**src/rtl/pcs_lb_pkg.sv**
```systemverilog
// pcs_lb_pkg
// Shared types for the PCS RX->TX loopback buffer.
//   lb_entry_t  : one buffered block {ctrl, idle, start, term, err, keep, data}
//   IDLE_ENTRY  : filler block inserted/deleted between frames
//   ERR_ENTRY   : block emitted when the FIFO runs dry inside a frame
//   next_in_frame() : frame-tracker update shared by the write and read sides
// The entry layout follows LB_IS_10G / LB_DATA_W below. pcs_loopback_fifo takes
// its IS_10G / DATA_W defaults from here, so a different build width is changed
// in this package, not only on the instance.
package pcs_lb_pkg;

    localparam int LB_IS_10G   = 1;
    localparam int LB_DATA_W   = 64;
    localparam int LANE0_CNT_N = (LB_IS_10G != 0) ? 2 : 1;
    localparam int KEEP_W      = LB_DATA_W / 8;

    typedef struct packed {
        logic                   ctrl;
        logic                   idle;
        logic [LANE0_CNT_N-1:0] start;
        logic                   term;
        logic                   err;
        logic [KEEP_W-1:0]      keep;
        logic [LB_DATA_W-1:0]   data;
    } lb_entry_t;

    localparam int ENTRY_W = $bits(lb_entry_t);

    localparam lb_entry_t IDLE_ENTRY = '{ctrl: 1'b1, idle: 1'b1, default: '0};
    localparam lb_entry_t ERR_ENTRY  = '{ctrl: 1'b1, err: 1'b1, default: '0};

    // A start anywhere in the block opens a frame even when the same block
    // also terminates it, so start wins over term.
    function automatic logic next_in_frame(input logic                   cur,
                                           input logic [LANE0_CNT_N-1:0] start,
                                           input logic                   term);
        logic nxt;
        nxt = cur;
        if (|start) begin
            nxt = 1'b1;
        end else if (term) begin
            nxt = 1'b0;
        end
        return nxt;
    endfunction

endpackage

```
**src/rtl/pcs_lb_fifo.sv**
```systemverilog
// pcs_lb_fifo
// Synchronous FIFO storage for the loopback buffer. The head entry is presented
// combinationally on rd_data; a pop advances it at the clock edge.
//   clk, nreset : clock, asynchronous active-low reset
//   flush       : return pointers and fill to zero, ignore writes and pops
//   wr_en       : push wr_data (accepted when not full, or full with a pop)
//   rd_en       : pop the head (ignored when empty)
//   rd_data     : head entry
//   full, empty : occupancy status
//   fill        : occupancy count, one bit wider than the pointers
module pcs_lb_fifo #(
    parameter int WIDTH = 78,
    parameter int DEPTH = 16,
    localparam int AW     = $clog2(DEPTH),
    localparam int FILL_W = AW + 1
) (
    input  logic              clk,
    input  logic              nreset,
    input  logic              flush,
    input  logic              wr_en,
    input  logic [WIDTH-1:0]  wr_data,
    input  logic              rd_en,
    output logic [WIDTH-1:0]  rd_data,
    output logic              full,
    output logic              empty,
    output logic [FILL_W-1:0] fill
);

    logic [WIDTH-1:0]  mem [DEPTH];
    logic [AW-1:0]     wr_ptr;
    logic [AW-1:0]     rd_ptr;
    logic              do_wr;
    logic              do_rd;

    assign full    = (fill == FILL_W'(DEPTH));
    assign empty   = (fill == '0);
    assign rd_data = mem[rd_ptr];

    // A push into a full FIFO is still legal when the head leaves in the same
    // cycle, since the freed slot is the one being written.
    assign do_rd = rd_en && !flush && !empty;
    assign do_wr = wr_en && !flush && (!full || do_rd);

    // Storage array, no reset needed: only entries below fill are ever read.
    always_ff @(posedge clk) begin
        if (do_wr) begin
            mem[wr_ptr] <= wr_data;
        end
    end

    // Pointers wrap naturally at DEPTH (power of two); fill is tracked
    // separately so full and empty are unambiguous.
    always_ff @(posedge clk or negedge nreset) begin
        if (!nreset) begin
            wr_ptr <= '0;
            rd_ptr <= '0;
            fill   <= '0;
        end else if (flush) begin
            wr_ptr <= '0;
            rd_ptr <= '0;
            fill   <= '0;
        end else begin
            if (do_wr) begin
                wr_ptr <= wr_ptr + 1'b1;
            end
            if (do_rd) begin
                rd_ptr <= rd_ptr + 1'b1;
            end
            if (do_wr && !do_rd) begin
                fill <= fill + 1'b1;
            end else if (do_rd && !do_wr) begin
                fill <= fill - 1'b1;
            end
        end
    end

endmodule

```
**src/rtl/pcs_loopback_fifo.sv**
```systemverilog
// pcs_loopback_fifo
// Elastic RX->TX loopback buffer. Absorbs valid/ready gaps of the two gearboxes,
// deletes inter-frame idles when nearly full, inserts idles (or an error block
// inside a frame) when empty, and reports overflow/underrun.
//   clk, nreset           : PCS clock, asynchronous active-low reset
//   signal_v_i            : RX block lock; low flushes the FIFO
//   valid_i, *_v_i, keep_i, data_i : RX block
//   ready_i               : pcs_tx takes the output block this cycle
//   *_v_o, keep_o, data_o : block presented to pcs_tx
//   fill_o                : FIFO occupancy
//   ovf_o, udf_o          : sticky overflow / underrun flags
//   clr_i                 : clear flags and counters (wins over set/increment)
//   ins_cnt_o, del_cnt_o  : saturating inserted / deleted idle counts
module pcs_loopback_fifo
    import pcs_lb_pkg::*;
#(
    parameter int IS_10G = LB_IS_10G,
    parameter int DATA_W = LB_DATA_W,
    parameter int DEPTH  = 16,
    parameter int HI_WM  = DEPTH - 4,
    parameter int CNT_W  = 16,
    localparam int L0_N   = (IS_10G != 0) ? 2 : 1,
    localparam int K_W    = DATA_W / 8,
    localparam int FILL_W = $clog2(DEPTH) + 1
) (
    input  logic              clk,
    input  logic              nreset,
    input  logic              signal_v_i,
    input  logic              valid_i,
    input  logic              ctrl_v_i,
    input  logic              idle_v_i,
    input  logic              term_v_i,
    input  logic              err_v_i,
    input  logic [L0_N-1:0]   start_v_i,
    input  logic [K_W-1:0]    keep_i,
    input  logic [DATA_W-1:0] data_i,
    input  logic              ready_i,
    output logic              ctrl_v_o,
    output logic              idle_v_o,
    output logic              term_v_o,
    output logic              err_v_o,
    output logic [L0_N-1:0]   start_v_o,
    output logic [K_W-1:0]    keep_o,
    output logic [DATA_W-1:0] data_o,
    output logic [FILL_W-1:0] fill_o,
    output logic              ovf_o,
    output logic              udf_o,
    input  logic              clr_i,
    output logic [CNT_W-1:0]  ins_cnt_o,
    output logic [CNT_W-1:0]  del_cnt_o
);

    localparam logic [FILL_W-1:0] HI_WM_F = FILL_W'(HI_WM);
    localparam logic [CNT_W-1:0]  CNT_MAX = '1;

    lb_entry_t         in_entry;
    lb_entry_t         head_entry;
    lb_entry_t         out_q;
    logic [FILL_W-1:0] fill;
    logic              fifo_full;
    logic              fifo_empty;
    logic              wr_in_frame;
    logic              rd_in_frame;
    logic              rx_active;
    logic              idle_del;
    logic              write_req;
    logic              fifo_wr;
    logic              fifo_rd;
    logic              rd_frame_live;
    logic              ovf_evt;
    logic              ins_evt;
    logic              udf_evt;
    logic              ovf_q;
    logic              udf_q;
    logic [CNT_W-1:0]  ins_cnt;
    logic [CNT_W-1:0]  del_cnt;

    assign in_entry = '{ctrl:  ctrl_v_i,
                        idle:  idle_v_i,
                        start: start_v_i,
                        term:  term_v_i,
                        err:   err_v_i,
                        keep:  keep_i,
                        data:  data_i};

    // Write side: idles outside a frame are sacrificed once the FIFO is near
    // its high watermark; anything else is stored if there is room.
    assign rx_active = valid_i && signal_v_i;
    assign idle_del  = rx_active && idle_v_i && !wr_in_frame && (fill >= HI_WM_F);
    assign write_req = rx_active && !idle_del;
    assign fifo_rd   = ready_i && signal_v_i && !fifo_empty;
    assign fifo_wr   = write_req && (!fifo_full || fifo_rd);
    assign ovf_evt   = write_req && !fifo_wr;

    // Read side: while the link is down the FIFO looks empty and no frame is
    // considered open, so only idles are produced.
    assign rd_frame_live = rd_in_frame && signal_v_i;
    assign ins_evt       = ready_i && !fifo_rd && !rd_frame_live;
    assign udf_evt       = ready_i && !fifo_rd && rd_frame_live;

    pcs_lb_fifo #(
        .WIDTH (ENTRY_W),
        .DEPTH (DEPTH)
    ) u_fifo (
        .clk     (clk),
        .nreset  (nreset),
        .flush   (!signal_v_i),
        .wr_en   (fifo_wr),
        .wr_data (in_entry),
        .rd_en   (fifo_rd),
        .rd_data (head_entry),
        .full    (fifo_full),
        .empty   (fifo_empty),
        .fill    (fill)
    );

    // Frame trackers. The write side follows every block offered while locked,
    // including dropped ones; the read side follows popped blocks and closes
    // the frame when an error block replaces missing data.
    always_ff @(posedge clk or negedge nreset) begin
        if (!nreset) begin
            wr_in_frame <= 1'b0;
            rd_in_frame <= 1'b0;
        end else if (!signal_v_i) begin
            wr_in_frame <= 1'b0;
            rd_in_frame <= 1'b0;
        end else begin
            if (rx_active) begin
                wr_in_frame <= next_in_frame(wr_in_frame, start_v_i, term_v_i);
            end
            if (fifo_rd) begin
                rd_in_frame <= next_in_frame(rd_in_frame, head_entry.start, head_entry.term);
            end else if (udf_evt) begin
                rd_in_frame <= 1'b0;
            end
        end
    end

    // Output register: a new block is loaded only when pcs_tx consumes one.
    always_ff @(posedge clk or negedge nreset) begin
        if (!nreset) begin
            out_q <= IDLE_ENTRY;
        end else if (ready_i) begin
            if (fifo_rd) begin
                out_q <= head_entry;
            end else if (udf_evt) begin
                out_q <= ERR_ENTRY;
            end else begin
                out_q <= IDLE_ENTRY;
            end
        end
    end

    // Sticky flags and saturating counters; a clear beats a same-cycle event.
    always_ff @(posedge clk or negedge nreset) begin
        if (!nreset) begin
            ovf_q   <= 1'b0;
            udf_q   <= 1'b0;
            ins_cnt <= '0;
            del_cnt <= '0;
        end else if (clr_i) begin
            ovf_q   <= 1'b0;
            udf_q   <= 1'b0;
            ins_cnt <= '0;
            del_cnt <= '0;
        end else begin
            if (ovf_evt) begin
                ovf_q <= 1'b1;
            end
            if (udf_evt) begin
                udf_q <= 1'b1;
            end
            if (ins_evt && (ins_cnt != CNT_MAX)) begin
                ins_cnt <= ins_cnt + 1'b1;
            end
            if (idle_del && (del_cnt != CNT_MAX)) begin
                del_cnt <= del_cnt + 1'b1;
            end
        end
    end

    assign ctrl_v_o  = out_q.ctrl;
    assign idle_v_o  = out_q.idle;
    assign term_v_o  = out_q.term;
    assign err_v_o   = out_q.err;
    assign start_v_o = out_q.start;
    assign keep_o    = out_q.keep;
    assign data_o    = out_q.data;
    assign fill_o    = fill;
    assign ovf_o     = ovf_q;
    assign udf_o     = udf_q;
    assign ins_cnt_o = ins_cnt;
    assign del_cnt_o = del_cnt;

endmodule
```
**config.mk**
```make
export PLATFORM = sky130hd
export DESIGN_NAME = pcs_loopback_fifo
export DESIGN_NICKNAME = d
export VERILOG_FILES = /design/src/rtl/pcs_lb_pkg.sv /design/src/rtl/pcs_lb_fifo.sv /design/src/rtl/pcs_loopback_fifo.sv
export SDC_FILE = /design/constraint.sdc
export NUM_CORES = 2
export LEC_CHECK = 0
export BUFFER_PORTS_ARGS = -buffer_cell sky130_fd_sc_hd__buf_2
export CAP_MARGIN = 15
export CORE_UTILIZATION = 24
export CTS_CLUSTER_DIAMETER = 40
export DETAILED_ROUTE_END_ITERATION = 8
export PLACE_DENSITY = 0.45
export SLEW_MARGIN = 20
export SYNTH_ARGS = -nofsm -noshare
export SYNTH_HDL_FRONTEND = slang
export SYNTH_SLANG_ARGS = --single-unit
export TNS_END_PERCENT = 30
```
**constraint.sdc**
```tcl
create_clock -name clk -period 4.8 [get_ports clk]
set_clock_uncertainty 0.05 [all_clocks]
set_input_delay 0.24 -clock clk [delete_from_list [all_inputs] [get_ports clk]]
set_output_delay 0.24 -clock clk [all_outputs]
set_load 0.03 [all_outputs]
```
==> out/metrics.csv <==
stage,metric,value,unit
outcome,status,completed,
cts,cts_root_buf,clkbuf_16,
placement,gp_congestion,0.706,
yosys,synthFlopType,edfxtp_1,
die,fp.dieArea,220000,sq um
yosys,synthMuxAreaShare,0.168,
finish,design_area,64900,sq um
job,drv_cap,0,
worst_setup_path,cp-start-kind,flip-flop,
global_routing,track_usage,0.128,
die,core.rowCount,171,
sta,setup-violations-final,0,
worst_setup_path,cp_max_fo,32,
power,p_switching,0.00930,W
cts,cts.htree.levels,4,
sta,finalSetupTns,0,ns
cts,insertion_delay,0.82,ns
global_routing,grt_pass1_vias,27100,
worst_setup_path,worstPathRequired,5.23,ns
finish,fillCellCount,21000,
power,p_clk_frac,0.408,
placement,dp_hpwl,79.1,mm
sta,max_slew_margin,0.258,
die,fp.coreArea,217000,sq um
yosys,synth_compound_area_frac,0.0237,
yosys,synth.top_cells.by_area,"edfxtp_1, mux4_2, dfrtp_1",
yosys,synth-seq-area-share,0.775,
power,ir_worst_vdd,342,uV
cts,cts_buffers,190,
worst_setup_path,cp-startpoint,u_fifo.fill[4],
placement,placed_area,57500,sq um
finish,drive_above_1_share,0.354,
yosys,yosys_warnings,0,
drt,first_iter_violations,2063,
sta,tightest_slew,1.11,ns
drt,route.detailed.drc,0,
power,cellLeakagePower,20.7,nW
power,p_comb_frac,0.186,
cts,cts_setup_buffers,0,
sta,slew_viol_final,0,
global_routing,grt_antenna_before_repair,25,
worst_setup_path,crit_arrival,3.90,ns
sta,grt_setup_unrepaired,false,
power,internal-power,0.0250,W
drt,wl,141,mm
worst_setup_path,critPathCaptureType,flip-flop,
drt,vias_per_cell,4.44,
power,p_per_area,529,nW/um^2
die,start_util,0.242,
sta,timing.final.crit_share,0.722,
yosys,synth_area,52500,sq um
yosys,synth_largest_area_cell,edfxtp_1,
yosys,ys_seq_elements,1375,
sta,fin_ws,1.33,ns
yosys,synth_cells,2248,
die,ioPinCount,201,
finish,area_growth,23.7,%
worst_setup_path,critPathKind,flip-flop to flip-flop,
worst_setup_path,r2r_slack,1.33,ns
yosys,synth_fa_ha_area_frac,0.00301,
cts,cts_tree,built,
cts,cts-resized-gates,0,
yosys,synthArstFlopShare,0.0924,
drt,ant_nets,0,
cts,clk_pin_slew,0.06,ns
cts,cts.sinks,1375,
yosys,synth_top_family_by_area,multiplexers,
drt,vias,25300,
yosys,syn_avg_cell_area,23.3,sq um
hold_path,min_path_type,input pin to flip-flop,
die,dieHeight,470,um
sta,final_hold_viol_count,0,
power,swShare,0.271,
yosys,yosys.area_share.simple,0.0159,
yosys,syn_nets,2344,
global_routing,grt_max_degree,76,
worst_setup_path,reg2reg_to,u_fifo.mem[9][41],
global_routing,grt_overflow,0,
sta,holdWs,0.314,ns
worst_setup_path,r2r_start,u_fifo.fill[4],
sta,period_needed,3.47,ns
cts,cts_hold_buf,88,
drt,dr.pass1.iters,5,
power,seqPwrFrac,0.406,
placement,post-place-ws,1.37,ns
die,die_w,470,um
yosys,synth_cell_type_count,56,
placement,port_buffers,200,
yosys,synth_xor_area_frac,0.00334,
global_routing,grt_pass1_wl,204,mm
finish,nNetsFinal,2771,
worst_setup_path,endpoint,u_fifo.mem[9][41],
worst_setup_path,ff2ff_path_depth,5,
cts,clock_path_buffers,3,
yosys,synth_edf_count,1248,
yosys,yosysTopAreaCellShare,0.714,
drt,wl_per_cell,24.7,um
sta,fmax,288,MHz
-- worst max-delay path, stage by stage (launching register included) --
cell and delay (ns):
dfrtp_1 0.51, a21oi_1 0.34, o21bai_1 0.32, nor4b_1 0.67
and2_4 0.77, buf_4 0.44
-- metal layers --
| layer | vias up | share of wire | track usage |
|---|---|---|---|
| met4 | 16 | 0.020 | 0.0351 |
| met1 | 13800 | 0.47 | 0.179 |
| met5 | - | 0.00068 | 0 |
| li1 | 10600 | - | - |
| met2 | 603 | 0.47 | 0.200 |
| met3 | 210 | 0.043 | 0.0259 |
-- cells in the mapped netlist (2+ instances only) --
cell       count
mux2i_1        5
nand2_1       24
inv_1         11
nand3_1       24
xnor2_1       13
nor3_1         5
xor2_1         7
edfxtp_1    1248
and3_1         9
buf_1          7
nand4_1        8
o31ai_1        7
o211ai_1       6
dfstp_2        2
clkbuf_1      79
nor2b_1        3
o2111ai_1      3
buf_2         38
nor4_1         3
a2111oi_0      3
ha_1          11
clkinv_1       2
or3_1         14
and2_1        14
mux2_2         2
and4_1         6
nor2_1        31
a22oi_1        3
a21oi_1       26
o21ai_0       18
or4_1          6
dfrtp_1      125
mux4_2       388
a32o_1        74
nor4b_1        2
-- cells by family (layout without fill, tap and decap cells) --
| kind of cell | Yosys count | after routing |
|---|---|---|
| buf+inv | 139 | 730 |
| fa+ha+maj | 12 | 12 |
| mux | 395 | 395 |
| compound gates | 152 | 152 |
| other cells | 0 | 8 |
| simple gates | 155 | 155 |
| xor+xnor | 20 | 20 |
| flops | 1375 | 1375 |
-- placed cells by master (no fill, tap or decap), types with 4 or more instances in the layout --
master         count
nand4_1            8
buf_12            32
a21oi_1           26
edfxtp_1        1248
o211ai_1           6
clkbuf_16        192
clkinv_2          23
clkinvlp_4        25
o31ai_1            7
bufinv_16         17
xor2_1             7
inv_6             25
ha_1              11
nor3_1             5
dfrtp_1          122
clkinv_1          21
and4_4             4
or3_1             14
mux4_2           388
buf_4             41
and2_4            12
clkinv_8           5
xnor2_1           13
nand3_1           24
clkinv_4          14
buf_2            198
nor2_1            31
clkinv_16          4
and3_1             9
inv_1             11
or4_1              6
o21ai_0           18
a32o_1            74
dlygate4sd3_1     87
clkbuf_1          24
nand2_1           24
mux2i_1            5
diode_2            8
clkbuf_8           5
-- through the flow --
step,power [W],util,std cells
2_1_floorplan,0.0186,-,2248
3_3_place_gp,0.0207,0.265,5249
3_5_place_dp,0.0207,0.265,5249
4_1_cts,0.0349,0.299,5693
5_1_grt,0.0357,0.299,5693
6_report,0.0343,0.299,5701
-- power by group through the flow --
stage	registers [W]	logic, W	clock network [W]
after detailed placement	0.0142	0.00652	0
after global routing	0.0140	0.00684	0.0148
after global placement	0.0142	0.00653	0
after floorplan	0.0144	0.00413	0
final	0.0139	0.00638	0.0140
after CTS	0.0140	0.00662	0.0143
-- state kept, by name (all words and copies together) (netlist names), 2 cells and up --
register       flops
u_fifo.rd_ptr      4
u_fifo.mem      1248
del_cnt_o         16
u_fifo.wr_ptr      4
u_fifo.fill        5
start_v_o          2
keep_o             8
data_o            64
ins_cnt_o         16
-- how the worst min path moves through the flow --
| stage | start | end | slack, ns | cells past startpoint |
|---|---|---|---|---|
| final | data_i[47] | u_fifo.mem[13][47] | 0.31 | 2 |
| after global routing | data_i[45] | u_fifo.mem[1][45] | 0.28 | 2 |
| after CTS | data_i[45] | u_fifo.mem[1][45] | 0.25 | 2 |
| after detailed placement | nreset | del_cnt_o[11] | 0.22 | 1 |
| after global placement | nreset | del_cnt_o[11] | 0.22 | 1 |
| after floorplan | nreset | data_o[0] | -0.11 | 0 |
-- layout make-up --
cell class,instances,area (sq um),area share
Sequential cell,1375,40700,0.627
Multi-Input combinational cell,734,11300,0.174
Clock buffer,220,4950,0.0763
Tap cell,2854,3570,0.0551
Timing Repair Buffer,361,2860,0.0441
Clock inverter,136,1470,0.0226
Inverter,13,58.8,0.000907
Antenna cell,8,20.0,0.000309
Note: power is estimated with default switching activity, not from simulation.
